**config.mk**
```make
export PLATFORM = sky130hd
export DESIGN_NAME = barrel_dispatcher_flat
export DESIGN_NICKNAME = d
export VERILOG_FILES = /design/src/rtl/barrel_pkg.sv /design/src/rtl/barrel_dispatcher_if.sv /design/src/rtl/slot_watchdog.sv /design/src/rtl/barrel_dispatcher.sv /design/src/flat_wrapper.sv
export SDC_FILE = /design/constraint.sdc
export NUM_CORES = 1
export LEC_CHECK = 0
export ABC_AREA = 1
export BUFFER_PORTS_ARGS = -buffer_cell sky130_fd_sc_hd__buf_2
export CAP_MARGIN = 40
export CORE_MARGIN = 4
export CORE_UTILIZATION = 25
export DETAILED_ROUTE_END_ITERATION = 12
export PLACE_DENSITY = 0.43
export SYNTH_ARGS = -nofsm -noshare
export SYNTH_HDL_FRONTEND = slang
export SYNTH_SLANG_ARGS = --single-unit
```
**constraint.sdc**
```tcl
create_clock -name clk -period 4.4 [get_ports clk]
set_input_delay 0.66 -clock clk [delete_from_list [all_inputs] [get_ports clk]]
set_output_delay 0.66 -clock clk [all_outputs]
set_load 0.02 [all_outputs]
```
**src/rtl/barrel_pkg.sv**
```systemverilog
// Shared types and defaults for the Kong-side barrel launcher and its interface.
package barrel_pkg;

  typedef enum logic [1:0] {
    ST_READY     = 2'd0,
    ST_COOLDOWN  = 2'd1,
    ST_GAME_OVER = 2'd2
  } state_t;

  localparam int N_BARRELS_DEF  = 4;
  localparam int LIVES_INIT_DEF = 3;
  localparam int COOLDOWN_DEF   = 20000000;
  localparam int TIMEOUT_DEF    = 2**26;

  // Bits needed to hold every value in 0..max_val (at least one).
  function automatic int cnt_width(input int max_val);
    return (max_val < 2) ? 1 : $clog2(max_val + 1);
  endfunction

endpackage

```
**src/rtl/barrel_dispatcher_if.sv**
```systemverilog
// Throw/launch/done/hit bundle between the Kong launcher (master) and the barrel pool side (slave).
interface barrel_dispatcher_if #(
  parameter int N_BARRELS = barrel_pkg::N_BARRELS_DEF
);
  logic                 throw_btn;
  logic                 restart;
  logic [N_BARRELS-1:0] barrel_en;
  logic [N_BARRELS-1:0] barrel_done;
  logic [N_BARRELS-1:0] barrel_hit;
  logic                 throw_ack;
  logic                 throw_nack;
  logic                 hit_evt;
  logic                 timeout_evt;
  logic [1:0]           lives;
  logic                 game_over;

  modport master (
    input  throw_btn, restart, barrel_done, barrel_hit,
    output barrel_en, throw_ack, throw_nack, hit_evt, timeout_evt, lives, game_over
  );

  modport slave (
    output throw_btn, restart, barrel_done, barrel_hit,
    input  barrel_en, throw_ack, throw_nack, hit_evt, timeout_evt, lives, game_over
  );
endinterface

```
**src/rtl/slot_watchdog.sv**
```systemverilog
// Per-slot busy-time counter; flags a slot that stayed busy TIMEOUT_CYCLES without a done.
module slot_watchdog
  import barrel_pkg::*;
#(
  parameter int TIMEOUT_CYCLES = TIMEOUT_DEF
) (
  input  logic clk,
  input  logic rst,
  input  logic busy,
  input  logic done,
  output logic timeout
);
  localparam int CNT_W = cnt_width(TIMEOUT_CYCLES - 1);
  localparam logic [CNT_W-1:0] CNT_MAX = CNT_W'(TIMEOUT_CYCLES - 1);

  logic [CNT_W-1:0] cnt;

  always_ff @(posedge clk) begin
    if (rst || !busy) begin
      cnt <= '0;
    end else begin
      cnt <= cnt + CNT_W'(1);
    end
  end

  // A done arriving on the expiry cycle wins, so no force-free is reported.
  assign timeout = busy && !done && (cnt == CNT_MAX);

endmodule

```
**src/rtl/barrel_dispatcher.sv**
```systemverilog
// Kong throw button to lowest-free-slot barrel launches, with completion, lives and watchdog tracking.
module barrel_dispatcher
  import barrel_pkg::*;
#(
  parameter int N_BARRELS       = N_BARRELS_DEF,
  parameter int COOLDOWN_CYCLES = COOLDOWN_DEF,
  parameter int TIMEOUT_CYCLES  = TIMEOUT_DEF,
  parameter int LIVES_INIT      = LIVES_INIT_DEF
) (
  input  logic                  clk,
  input  logic                  rst,
  barrel_dispatcher_if.master   bus
);
  localparam int CD_W = cnt_width(COOLDOWN_CYCLES - 1);
  localparam logic [CD_W-1:0] CD_LOAD   = CD_W'(COOLDOWN_CYCLES - 1);
  localparam logic [1:0]      LIVES_RST = 2'(LIVES_INIT);

  logic throw_p0, throw_p1, throw_p2, throw_req_p3;

  state_t               state, state_n;
  logic [N_BARRELS-1:0] busy, busy_n;
  logic [N_BARRELS-1:0] free, launch_oh;
  logic [N_BARRELS-1:0] done_q, hit_q, wd_to;
  logic [CD_W-1:0]      cd_cnt, cd_n;
  logic [1:0]           lives, lives_n;
  logic                 ack, nack, hit_any, to_any;

  // Stages p0/p1: synchronizer; p2: previous level; p3: registered rising edge.
  always_ff @(posedge clk) begin
    if (rst) begin
      throw_p0     <= 1'b0;
      throw_p1     <= 1'b0;
      throw_p2     <= 1'b0;
      throw_req_p3 <= 1'b0;
    end else begin
      throw_p0     <= bus.throw_btn;
      throw_p1     <= throw_p0;
      throw_p2     <= throw_p1;
      throw_req_p3 <= throw_p1 & ~throw_p2;
    end
  end

  assign free      = ~busy;
  assign launch_oh = free & (~free + N_BARRELS'(1));
  assign done_q    = bus.barrel_done & busy;
  assign hit_q     = done_q & bus.barrel_hit;

  for (genvar i = 0; i < N_BARRELS; i++) begin : g_wd
    slot_watchdog #(.TIMEOUT_CYCLES(TIMEOUT_CYCLES)) u_wd (
      .clk     (clk),
      .rst     (rst),
      .busy    (busy[i]),
      .done    (bus.barrel_done[i]),
      .timeout (wd_to[i])
    );
  end

  always_comb begin
    state_n = state;
    busy_n  = busy & ~done_q & ~wd_to;
    cd_n    = cd_cnt;
    lives_n = lives;
    ack     = 1'b0;
    nack    = 1'b0;
    hit_any = 1'b0;
    to_any  = 1'b0;

    case (state)
      ST_READY: begin
        if (throw_req_p3) begin
          if (|free) begin
            busy_n  = busy_n | launch_oh;
            ack     = 1'b1;
            cd_n    = CD_LOAD;
            state_n = ST_COOLDOWN;
          end else begin
            nack = 1'b1;
          end
        end
      end
      ST_COOLDOWN: begin
        nack = throw_req_p3;
        if (cd_cnt == '0) begin
          state_n = ST_READY;
        end else begin
          cd_n = cd_cnt - CD_W'(1);
        end
      end
      ST_GAME_OVER: begin
        busy_n = '0;
        if (bus.restart) begin
          lives_n = LIVES_RST;
          cd_n    = '0;
          state_n = ST_READY;
        end
      end
      default: begin
        state_n = ST_READY;
      end
    endcase

    // Several hits in one cycle cost a single life.
    if (state != ST_GAME_OVER) begin
      hit_any = |hit_q;
      to_any  = |wd_to;
      if (hit_any && lives != 2'd0) begin
        lives_n = lives - 2'd1;
        if (lives == 2'd1) begin
          state_n = ST_GAME_OVER;
          busy_n  = '0;
          cd_n    = '0;
        end
      end
    end
  end

  always_ff @(posedge clk) begin
    if (rst) begin
      state  <= ST_READY;
      busy   <= '0;
      cd_cnt <= '0;
      lives  <= LIVES_RST;
    end else begin
      state  <= state_n;
      busy   <= busy_n;
      cd_cnt <= cd_n;
      lives  <= lives_n;
    end
  end

  assign bus.barrel_en   = busy;
  assign bus.lives       = lives;
  assign bus.game_over   = (state == ST_GAME_OVER);
  assign bus.throw_ack   = ack     & ~rst;
  assign bus.throw_nack  = nack    & ~rst;
  assign bus.hit_evt     = hit_any & ~rst;
  assign bus.timeout_evt = to_any  & ~rst;

endmodule

```
**src/flat_wrapper.sv**
```systemverilog
// flat-port wrapper written by rule: the top's interface ports become plain ports
module barrel_dispatcher_flat import barrel_pkg::*;
#(
  parameter int N_BARRELS       = N_BARRELS_DEF,
  parameter int COOLDOWN_CYCLES = COOLDOWN_DEF,
  parameter int TIMEOUT_CYCLES  = TIMEOUT_DEF,
  parameter int LIVES_INIT      = LIVES_INIT_DEF
)
  (clk, rst, bus_throw_btn, bus_restart, bus_barrel_done, bus_barrel_hit, bus_barrel_en, bus_throw_ack, bus_throw_nack, bus_hit_evt, bus_timeout_evt, bus_lives, bus_game_over);
  barrel_dispatcher_if #(.N_BARRELS(N_BARRELS)) bus_i ();
  input  logic clk;
  input  logic rst;
  input wire logic [$bits(bus_i.throw_btn)-1:0] bus_throw_btn;
  input wire logic [$bits(bus_i.restart)-1:0] bus_restart;
  input wire logic [$bits(bus_i.barrel_done)-1:0] bus_barrel_done;
  input wire logic [$bits(bus_i.barrel_hit)-1:0] bus_barrel_hit;
  output wire logic [$bits(bus_i.barrel_en)-1:0] bus_barrel_en;
  output wire logic [$bits(bus_i.throw_ack)-1:0] bus_throw_ack;
  output wire logic [$bits(bus_i.throw_nack)-1:0] bus_throw_nack;
  output wire logic [$bits(bus_i.hit_evt)-1:0] bus_hit_evt;
  output wire logic [$bits(bus_i.timeout_evt)-1:0] bus_timeout_evt;
  output wire logic [$bits(bus_i.lives)-1:0] bus_lives;
  output wire logic [$bits(bus_i.game_over)-1:0] bus_game_over;
  assign bus_i.throw_btn = bus_throw_btn;
  assign bus_i.restart = bus_restart;
  assign bus_i.barrel_done = bus_barrel_done;
  assign bus_i.barrel_hit = bus_barrel_hit;
  assign bus_barrel_en = bus_i.barrel_en;
  assign bus_throw_ack = bus_i.throw_ack;
  assign bus_throw_nack = bus_i.throw_nack;
  assign bus_hit_evt = bus_i.hit_evt;
  assign bus_timeout_evt = bus_i.timeout_evt;
  assign bus_lives = bus_i.lives;
  assign bus_game_over = bus_i.game_over;
  barrel_dispatcher #(.N_BARRELS(N_BARRELS), .COOLDOWN_CYCLES(COOLDOWN_CYCLES), .TIMEOUT_CYCLES(TIMEOUT_CYCLES), .LIVES_INIT(LIVES_INIT)) u_core (.clk(clk), .rst(rst), .bus(bus_i));
endmodule
```
==> metrics.txt <==
fin crit share=0.687; Post-Syn Instances=1,131; Final Hold Viols=0; Post-CTS Resized=0; Yosys warnings=0; flops & latches, synth=141; Reg area=0.00282 mm²; Worst-Margin Slew=0.764 ns; post-route minimum period=3.02 ns; WP data required=3.74 ns; Clk pwr share=0.481; First-pass DRT Iterations=5; pins over their slew limit=0; PwrDens=362 mW/mm²; status=complete, no violations; clk_skew=0.0115 ns; Startpoint Class=flop; NumNets Final=1,178; Leak Pwr=3.28 nW; Switching Power=0.000793 W; DR vias=6,927; diode count=0; H-Tree Depth=4; Sequential Power Share=0.413; Die Span Y=182 µm; Max clock buf depth=2; Placer Congestion=0.804; Syn-to-layout area delta=15.2%; CTS sink count=141; critical path class=reg2out; syn nets=1,150; vias in the first global route=6,570; post-place setup slack=1.77 ns; Slew HR=0.489; DR DRC count=0; CTS tree=yes; Int Power=0.00238 W; RSZ-0062 raised after global routing=no; PortBufs=22; cts hold-fix bufs=0; most frequent cells after synthesis=nand2_1, inv_1, nor2_1; drt total wl=19,600 µm; I/O Pins=23; multi-input logic area=0.00403 mm²; Post-synth top flop=dfxtp_1; top cells by area, synth=dfxtp_1, nand2_1, inv_1; Layout fillers=3,360; first-pass GRT wire length=32,600 µm; min-delay worst type=reg2reg; Avg Cell Area, Syn=6.72 µm²; gr usage total=0.120; Logic pwr share=0.105; EDFF count, synth=0; Initial Util=0.255; crit path DAT=2.36 ns; count leader, synth=nand2_1; Worst-path clk slew=0.06 ns; Synth top area share=0.371; layout cells sized above 1=0.119; Crit. End Element=primary output; crit-path max FO=6; Final ANT Viol Nets=0; VDD IR max=234 µV; clock root cell=clkbuf_16; placement row count=63; post-synthesis cell type count=42; CTS Buf Count=17; die width=182 µm; Setup WS post-layout=1.38 ns; clk_lat worst skew=0.42 ns; DR iter-0 viols=365; fmax=331 MHz; endpoints failing setup=0; final setup TNS=0 ns; Cell Area, Synth=0.00760 mm²; Post-CTS Setup Bufs=0; average vias per placed instance=4.44; area leader, netlist=dfxtp_1; core box area=0.0298 mm²; antenna violations before repair=0; max-cap viol count=0; grt ovf=0; Sw Share=0.250; WL/cell=12.6 µm; hpwl dp=14,600 µm; asr flop ratio synth=0; sequential share of the synthesized area=0.371; largest net degree at the start of global routing=27; full die area=0.0333 mm²
==> worst paths after layout <==
check                                                 from                     endpoint  cells past startpoint  slack (ns)
worst max register to register     u_core.bus.barrel_en[1]  u_core.g_wd[1].u_wd.cnt[10]                      5        2.33
worst min-delay path                       u_core.throw_p2          u_core.throw_req_p3                      1        0.39
worst min register to register             u_core.throw_p2          u_core.throw_req_p3                      1        0.39
worst max-delay path            u_core.g_wd[0].u_wd.cnt[0]              bus_timeout_evt                     10        1.38
==> placed cells by master, fill, tap and decap left out, types with 4 or more instances in the layout <==
cell type	instances
nand3_1	70
o21bai_1	5
or2_0	7
o21ai_1	10
inv_2	16
nor4_1	5
or2_2	7
a211oi_1	4
nor3_1	43
nand2_4	8
nand3_2	4
and3_1	4
nor2_2	17
a31oi_1	5
nand4_1	39
a21oi_1	92
o21a_1	7
ha_1	7
buf_4	4
bufinv_16	4
dfxtp_1	141
buf_2	22
inv_1	156
clkbuf_16	17
xor2_1	5
nand2_1	214
nor3_2	10
nand2_2	8
o21ai_0	56
nor2_4	11
nor2_1	147
==> registers in the layout (all words and copies together), names as in the netlist <==
name	count
u_core.throw_p2	1
u_core.bus.lives	2
u_core.state	2
u_core.g_wd.u_wd.cnt	104
u_core.throw_p0	1
u_core.throw_req_p3	1
u_core.cd_cnt	25
u_core.throw_p1	1
u_core.bus.barrel_en	4
==> layer usage <==
metal	vias up	track usage	routed length [µm]
li1	3735	-	-
met1	3115	0.157	9920
met2	66	0.201	9080
met3	11	0.0247	430
met4	0	0.0315	171
met5	-	0	0
==> critical path, cell delays in order, from the launching register on <==
cell and delay [ns]:
dfxtp_1 0.39, ha_1 0.19, nand2_1 0.12, nor2_4 0.14, nand3_2 0.16, nor3_4 0.25
nand4_1 0.18, nand2_1 0.15, nor2_1 0.06, nor2_1 0.12, buf_2 0.19
==> cells by family (layout without fill, tap and decap cells) <==
group | after synthesis | in the layout | synth area share
compound gates | 185 | 185 | 0.130
xor+xnor | 8 | 8 | 0.00922
fa+ha+maj | 7 | 7 | 0.0115
buf+inv | 191 | 229 | 0.0986
flops | 141 | 141 | 0.371
simple gates | 599 | 599 | 0.379
==> cell type report <==
cell class	count	area share
Multi-Input combinational cell	799	0.460
Sequential cell	141	0.322
Inverter	173	0.0744
Tap cell	390	0.0557
Clock buffer	22	0.0542
Timing Repair Buffer	27	0.0177
Clock inverter	7	0.0157
==> through the flow <==
step | power, W | area (µm²) | cells | utilization | hold WS, ns
after global routing | 0.00331 | 8760 | 1559 | 0.294 | 0.409
after CTS | 0.00322 | 8760 | 1559 | 0.294 | 0.392
final | 0.00317 | 8760 | 1559 | 0.294 | 0.388
after floorplan | 0.00159 | 7600 | 1131 | - | 0.374
after global placement | 0.00168 | 8130 | 1529 | 0.273 | 0.382
after detailed placement | 0.00167 | 8150 | 1530 | 0.273 | 0.384
==> power groups by stage <==
| stage | registers, W | logic [W] | clock network (W) |
|---|---|---|---|
| 6_report | 0.00131 | 0.000334 | 0.00153 |
| 5_1_grt | 0.00131 | 0.000381 | 0.00162 |
| 4_1_cts | 0.00131 | 0.000337 | 0.00157 |
| 3_5_place_dp | 0.00134 | 0.000337 | 0 |
| 3_3_place_gp | 0.00134 | 0.000339 | 0 |
| 2_1_floorplan | 0.00133 | 0.000261 | 0 |
Power figures use the tool's default switching activity.
